--- config.mk ---
export PLATFORM = sky130hd
export DESIGN_NAME = sdram_read_arbiter
export DESIGN_NICKNAME = d
export VERILOG_FILES = /design/src/rtl/sdram_read_arbiter.sv
export SDC_FILE = /design/constraint.sdc
export NUM_CORES = 1
export LEC_CHECK = 0
export CAP_MARGIN = 40
export CORE_MARGIN = 10
export CORE_UTILIZATION = 50
export DETAILED_ROUTE_END_ITERATION = 6
export PLACE_DENSITY = 0.86
export SYNTH_ARGS = -nofsm -noshare
export SYNTH_HDL_FRONTEND = slang
export SYNTH_SLANG_ARGS = --single-unit
--- constraint.sdc ---
create_clock -name clk -period 10.2 [get_ports clk]
set_clock_uncertainty 0.15 [all_clocks]
set_input_delay 3.06 -clock clk [delete_from_list [all_inputs] [get_ports clk]]
set_output_delay 3.06 -clock clk [all_outputs]
set_load 0.01 [all_outputs]
--- src/rtl/sdram_read_arbiter.sv ---
// sdram_read_arbiter
// Shares the HPS f2h_sdram0 Avalon-MM burst-read port between two requesters:
// port 0 = HDMI framebuffer fetch, port 1 = vector-analyzer sample fetch.
// One command is issued at a time. A tag FIFO of {owner, burstcount} tracks the
// bursts in flight, and returning beats are steered to the owner of each burst.
// Optional build macro: VIDEO_PRIORITY_EN. When it is defined, port 0 has fixed
// priority. When it is not defined, the ports are served round-robin.
module sdram_read_arbiter #(
    parameter int ADDR_W          = 29,
    parameter int BURST_W         = 8,
    parameter int DATA_W          = 64,
    parameter int MAX_OUTSTANDING = 4
) (
    input  logic               clk,
    input  logic               reset_n,
    input  logic               req0_valid,
    input  logic [ADDR_W-1:0]  req0_address,
    input  logic [BURST_W-1:0] req0_burstcount,
    output logic               req0_ready,
    input  logic               req1_valid,
    input  logic [ADDR_W-1:0]  req1_address,
    input  logic [BURST_W-1:0] req1_burstcount,
    output logic               req1_ready,
    output logic [DATA_W-1:0]  rd0_data,
    output logic               rd0_valid,
    output logic               rd0_last,
    output logic [DATA_W-1:0]  rd1_data,
    output logic               rd1_valid,
    output logic               rd1_last,
    output logic [ADDR_W-1:0]  avm_address,
    output logic [BURST_W-1:0] avm_burstcount,
    output logic               avm_read,
    input  logic               avm_waitrequest,
    input  logic [DATA_W-1:0]  avm_readdata,
    input  logic               avm_readdatavalid,
    output logic               busy,
    output logic               err
);
    localparam int PTR_W = (MAX_OUTSTANDING > 1) ? $clog2(MAX_OUTSTANDING) : 1;
    localparam int CNT_W = PTR_W + 1;
    localparam logic [CNT_W-1:0]   FIFO_FULL_CNT = CNT_W'(MAX_OUTSTANDING);
    localparam logic [CNT_W-1:0]   CNT_ONE       = CNT_W'(1);
    localparam logic [PTR_W-1:0]   PTR_ONE       = PTR_W'(1);
    localparam logic [BURST_W-1:0] BC_ONE        = BURST_W'(1);
    localparam logic [BURST_W-1:0] BC_ZERO       = BURST_W'(0);

    typedef enum logic [0:0] {ST_IDLE = 1'b0, ST_ISSUE = 1'b1} state_t;

    state_t             state_r;
    logic               cmd_owner_r;
    logic [ADDR_W-1:0]  avm_address_r;
    logic [BURST_W-1:0] avm_burstcount_r;
    logic               avm_read_r;
    logic               req0_ready_r;
    logic               req1_ready_r;
    logic               busy_r;
    logic               err_r;
    logic [DATA_W-1:0]  rd0_data_r;
    logic [DATA_W-1:0]  rd1_data_r;
    logic               rd0_valid_r;
    logic               rd1_valid_r;
    logic               rd0_last_r;
    logic               rd1_last_r;
    logic               tag_owner_r [MAX_OUTSTANDING];
    logic [BURST_W-1:0] tag_bc_r    [MAX_OUTSTANDING];
    logic [PTR_W-1:0]   wr_ptr_r;
    logic [PTR_W-1:0]   rd_ptr_r;
    logic [CNT_W-1:0]   fifo_cnt_r;
    logic [BURST_W-1:0] beat_cnt_r;
`ifndef VIDEO_PRIORITY_EN
    logic               rr_r;
`endif

    logic               v0_s;
    logic               v1_s;
    logic               grant_s;
    logic               take_s;
    logic [ADDR_W-1:0]  grant_addr_s;
    logic [BURST_W-1:0] grant_bc_s;
    logic               fifo_full_s;
    logic               fifo_empty_s;
    logic               push_s;
    logic               pop_s;
    logic               beat_s;
    logic               head_owner_s;
    logic [BURST_W-1:0] head_bc_s;
    logic               issue_next_s;
    logic [CNT_W-1:0]   fifo_cnt_next_s;

    // Decode of the current cycle: arbitration winner, FIFO status, push/pop and beat steering.
    always_comb begin
        // A port whose ready pulse is showing is still holding its old request; ignore it.
        v0_s         = req0_valid & ~req0_ready_r;
        v1_s         = req1_valid & ~req1_ready_r;
        fifo_full_s  = (fifo_cnt_r == FIFO_FULL_CNT);
        fifo_empty_s = (fifo_cnt_r == {CNT_W{1'b0}});
`ifdef VIDEO_PRIORITY_EN
        grant_s = ~v0_s;
`else
        if (v0_s && v1_s) begin
            grant_s = rr_r;
        end else begin
            grant_s = ~v0_s;
        end
`endif
        take_s       = (state_r == ST_IDLE) && !fifo_full_s && (v0_s || v1_s);
        grant_addr_s = grant_s ? req1_address : req0_address;
        grant_bc_s   = grant_s ? req1_burstcount : req0_burstcount;
        push_s       = (state_r == ST_ISSUE) && !avm_waitrequest;
        head_owner_s = tag_owner_r[rd_ptr_r];
        head_bc_s    = tag_bc_r[rd_ptr_r];
        beat_s       = avm_readdatavalid && !fifo_empty_s;
        pop_s        = beat_s && (beat_cnt_r == (head_bc_s - BC_ONE));
        issue_next_s = (take_s && (grant_bc_s != BC_ZERO)) ||
                       ((state_r == ST_ISSUE) && avm_waitrequest);
        case ({push_s, pop_s})
            2'b10:   fifo_cnt_next_s = fifo_cnt_r + CNT_ONE;
            2'b01:   fifo_cnt_next_s = fifo_cnt_r - CNT_ONE;
            default: fifo_cnt_next_s = fifo_cnt_r;
        endcase
    end

    // Command FSM: arbitrate in IDLE, then hold the Avalon command in ISSUE until it is accepted.
    always_ff @(posedge clk or negedge reset_n) begin
        if (!reset_n) begin
            state_r          <= ST_IDLE;
            cmd_owner_r      <= 1'b0;
            avm_address_r    <= {ADDR_W{1'b0}};
            avm_burstcount_r <= {BURST_W{1'b0}};
            avm_read_r       <= 1'b0;
            req0_ready_r     <= 1'b0;
            req1_ready_r     <= 1'b0;
            busy_r           <= 1'b0;
`ifndef VIDEO_PRIORITY_EN
            rr_r             <= 1'b0;
`endif
        end else begin
            req0_ready_r <= 1'b0;
            req1_ready_r <= 1'b0;
            case (state_r)
                ST_IDLE: begin
                    if (take_s) begin
                        req0_ready_r <= ~grant_s;
                        req1_ready_r <= grant_s;
`ifndef VIDEO_PRIORITY_EN
                        rr_r         <= ~grant_s;
`endif
                        // A zero-length burst is acknowledged and dropped without any bus cycle.
                        if (grant_bc_s != BC_ZERO) begin
                            cmd_owner_r      <= grant_s;
                            avm_address_r    <= grant_addr_s;
                            avm_burstcount_r <= grant_bc_s;
                            avm_read_r       <= 1'b1;
                            state_r          <= ST_ISSUE;
                        end
                    end
                end
                ST_ISSUE: begin
                    if (!avm_waitrequest) begin
                        avm_read_r <= 1'b0;
                        state_r    <= ST_IDLE;
                    end
                end
                default: begin
                    avm_read_r <= 1'b0;
                    state_r    <= ST_IDLE;
                end
            endcase
            busy_r <= issue_next_s || (fifo_cnt_next_s != {CNT_W{1'b0}});
        end
    end

    // Tag FIFO: an accepted command pushes its {owner, burstcount}; the final beat of the head burst pops it.
    always_ff @(posedge clk or negedge reset_n) begin
        if (!reset_n) begin
            for (int i = 0; i < MAX_OUTSTANDING; i++) begin
                tag_owner_r[i] <= 1'b0;
                tag_bc_r[i]    <= {BURST_W{1'b0}};
            end
            wr_ptr_r   <= {PTR_W{1'b0}};
            rd_ptr_r   <= {PTR_W{1'b0}};
            fifo_cnt_r <= {CNT_W{1'b0}};
        end else begin
            if (push_s) begin
                tag_owner_r[wr_ptr_r] <= cmd_owner_r;
                tag_bc_r[wr_ptr_r]    <= avm_burstcount_r;
                wr_ptr_r              <= wr_ptr_r + PTR_ONE;
            end
            if (pop_s) begin
                rd_ptr_r <= rd_ptr_r + PTR_ONE;
            end
            fifo_cnt_r <= fifo_cnt_next_s;
        end
    end

    // Response path: register each beat toward the head owner, mark its last beat, and flag stray data.
    always_ff @(posedge clk or negedge reset_n) begin
        if (!reset_n) begin
            rd0_data_r  <= {DATA_W{1'b0}};
            rd1_data_r  <= {DATA_W{1'b0}};
            rd0_valid_r <= 1'b0;
            rd1_valid_r <= 1'b0;
            rd0_last_r  <= 1'b0;
            rd1_last_r  <= 1'b0;
            beat_cnt_r  <= {BURST_W{1'b0}};
            err_r       <= 1'b0;
        end else begin
            rd0_valid_r <= 1'b0;
            rd1_valid_r <= 1'b0;
            rd0_last_r  <= 1'b0;
            rd1_last_r  <= 1'b0;
            if (beat_s) begin
                if (head_owner_s) begin
                    rd1_data_r  <= avm_readdata;
                    rd1_valid_r <= 1'b1;
                    rd1_last_r  <= pop_s;
                end else begin
                    rd0_data_r  <= avm_readdata;
                    rd0_valid_r <= 1'b1;
                    rd0_last_r  <= pop_s;
                end
                if (pop_s) begin
                    beat_cnt_r <= {BURST_W{1'b0}};
                end else begin
                    beat_cnt_r <= beat_cnt_r + BC_ONE;
                end
            end else if (avm_readdatavalid) begin
                err_r <= 1'b1;
            end else begin
                err_r <= err_r;
            end
        end
    end

    assign req0_ready     = req0_ready_r;
    assign req1_ready     = req1_ready_r;
    assign avm_address    = avm_address_r;
    assign avm_burstcount = avm_burstcount_r;
    assign avm_read       = avm_read_r;
    assign rd0_data       = rd0_data_r;
    assign rd0_valid      = rd0_valid_r;
    assign rd0_last       = rd0_last_r;
    assign rd1_data       = rd1_data_r;
    assign rd1_valid      = rd1_valid_r;
    assign rd1_last       = rd1_last_r;
    assign busy           = busy_r;
    assign err            = err_r;

endmodule

==> out/results.ini <==
[power]
power.total_mw=4.53
leakage_nw=6.08
ir_worst_vdd_mv=0.218
pwr_density_cell_nw_per_um2=330

[synthesis]
ys.flop_type=dfrtp_1
synthTopCellsByArea=dfrtp_1, mux2_2, nand2_1, a31oi_1, mux4_1
synthMostInstantiatedCell=nand2_1
synth_commonest_cells=nand2_1, dfrtp_1, mux2_2
syn_area_um2=9500
syn_area_per_cell_um2=11.2
ys_warn_count=0
synth_nets=999
yosysSeqAreaShare=0.600
synth_edf_count=0
yosysUniqueCellTypes=45
synth_seq_cells=228
synth_top_area_frac=0.600
yosysTopAreaCell=dfrtp_1
async_flop_share=1.00
synthCells=847

[route]
dr_wl_met3_mm=2.29
wl_per_cell_um=20.0
wl_mm=28.2
viasPerCell=5.23
wl_met2_mm=14.4
wl_met1_mm=10.4
drtPass1Iterations=5
maxUsedRoutingLayer=met4
drcViolationCount=0
drtIter0Drc=383
ant_nets=0
vias=7369

[placement]
dpl.hpwl_mm=20.2
pre_cts_slack_ns=4.03
placed_cells=1367
placed_cell_area_um2=13000
gp_congestion=0.811
port_buffers=317

[finish]
stdcell_count=1410
final_util=0.735
syn_to_final_growth_pct=44.6
final_cell_area_um2=13700
nFillCells=1253
drive_gt1_frac=0.146
finalNetCount=1312

[global_routing]
grt_antenna_before_repair=1
grt_first_pass_wirelength_mm=43.9
grt-ovfl-total=0
grt_use_total=0.222
grt_max_degree=78
grt_pass1_vias=7907

[worst_setup_path]
endpoint_kind=flip-flop
start_kind=input port
path_class=input port to flip-flop
arrival_ns=5.93
required_ns=10.44
worst-path-max-fanout=9
rrSetupSlack_ns=5.16

[floorplan]
fp.coreArea_um2=18700
start_util=0.508
die_height_um=158
fp.dieW_um=158
pin_count=318
die_area_um2=24900
num_rows=50

[clock_network]
insertion_delay_ns=0.52
htreeDepth=1
cts_buffer_depth=3
cts_hold_buf=0
cts_sinks=228
ctsResizeCount=0
post_cts_buffers=0
cts_buffers=25
clk_pin_slew_ns=0.06
cts_tree=built
clockRootBuffer=clkbuf_16

[sta]
setup_viol=0
rsz0062_at_grt=false
hold_viol=0
fin_tns_setup_ns=0
worst_pin_slew_ns=0.752
fmax_mhz=176
drv_slew=0
fin_ws_ns=4.51
timing.final.crit_share=0.558
fin_crit_ns=5.69
slew_headroom=0.499
holdWs_ns=0.322

[status]
status=completed

[run]
drv_cap=0

[hold_path]
hp-class=flip-flop to flip-flop

cells in the final DEF (no fill, tap or decap), types with 2 or more instances in the layout:
| cell type | netlist | layout |
|---|---|---|
| mux2_2 | 101 | 101 |
| a211oi_2 | 2 | 2 |
| buf_4 | 0 | 8 |
| clkbuf_1 | 37 | 3 |
| clkdlybuf4s50_1 | 0 | 316 |
| inv_1 | 10 | 9 |
| clkinv_2 | 0 | 7 |
| nand2b_1 | 2 | 2 |
| a21oi_1 | 6 | 5 |
| a22o_1 | 5 | 5 |
| nand3_1 | 3 | 3 |
| xnor2_1 | 9 | 9 |
| o21ai_1 | 5 | 5 |
| and3_2 | 3 | 3 |
| nor3_1 | 3 | 3 |
| nor4_1 | 4 | 4 |
| mux4_1 | 9 | 9 |
| nor2b_1 | 4 | 4 |
| buf_16 | 0 | 3 |
| nand2_1 | 277 | 276 |
| clkbuf_8 | 0 | 4 |
| clkbuf_16 | 0 | 25 |
| o21ai_0 | 4 | 4 |
| nor2_1 | 52 | 50 |
| a21o_1 | 5 | 5 |
| nor2_4 | 0 | 2 |
| diode_2 | 0 | 2 |
| dfrtp_1 | 228 | 228 |
| xor2_1 | 6 | 6 |
| and2b_1 | 4 | 4 |
| a31oi_1 | 38 | 38 |
| ha_1 | 7 | 7 |
state kept, by name, summed over array words and instances (netlist names), 2 cells and up:
signal	count
rd0_data	64
rd1_data	64
tag_bc_r	32
avm_address	29
avm_burstcount	8
beat_cnt_r	8
tag_owner_r	4
fifo_cnt_r	3
rd_ptr_r	2
wr_ptr_r	2
per-layer routing:
metal	up-vias	track usage
met4	0	0.0833
met3	65	0.0703
met2	270	0.384
met5	-	0
met1	3575	0.252
li1	3459	-
logic make-up (layout without fill, tap and decap cells):
group / count (synthesis) / in the layout / synth area share
and+or+nand+nor: 365 / 365 / 0.157
DFF: 228 / 228 / 0.600
muxes: 111 / 111 / 0.147
AOI/OAI and AO/OA: 67 / 67 / 0.0462
buffers and inverters: 52 / 379 / 0.0225
xor gates and xnor gates: 16 / 16 / 0.0155
adders and majority gates: 8 / 8 / 0.0113
other: 0 / 2 / 0
worst paths after layout:
| check | start | endpoint | depth (start not counted) |
|---|---|---|---|
| max reg2reg | rd_ptr_r[0] | busy | 13 |
| min | rd1_data[12] | rd1_data[12] | 2 |
| max in group asynchronous | reset_n | rd0_data[19] | 3 |
| max | avm_readdatavalid | busy | 10 |
| min reg2reg | rd1_data[12] | rd1_data[12] | 2 |
| min in group asynchronous | reset_n | rd1_data[39] | 1 |
final cells by class:
class	instances	area [um^2]	area share
well taps	234	293	0.0213
clock buffers	32	692	0.0503
clock inverters	9	85.1	0.00619
repair buffers	328	3320	0.242
inverters	10	37.5	0.00273
multi-input cells	567	3600	0.262
diodes	2	5.00	0.000364
flip-flops and latches	228	5710	0.415
report_power, final:
group          leakage (nW)  switching, mW  internal, mW
combinational          2.98          0.951          1.09
clock                 0.392          0.359         0.503
sequential             2.70          0.275          1.35
total                  6.08           1.59          2.95
worst max-delay path: stages:
cell and delay, ns:
clkdlybuf4s50_1 0.50, nor2b_1 0.55, and2_4 0.29, ha_1 0.19, inv_1 0.06, fa_1 0.39, xor2_1 0.18, nor2_1 0.08
xor2_1 0.15, or4_1 0.47
Power figures use the tool's default switching activity.
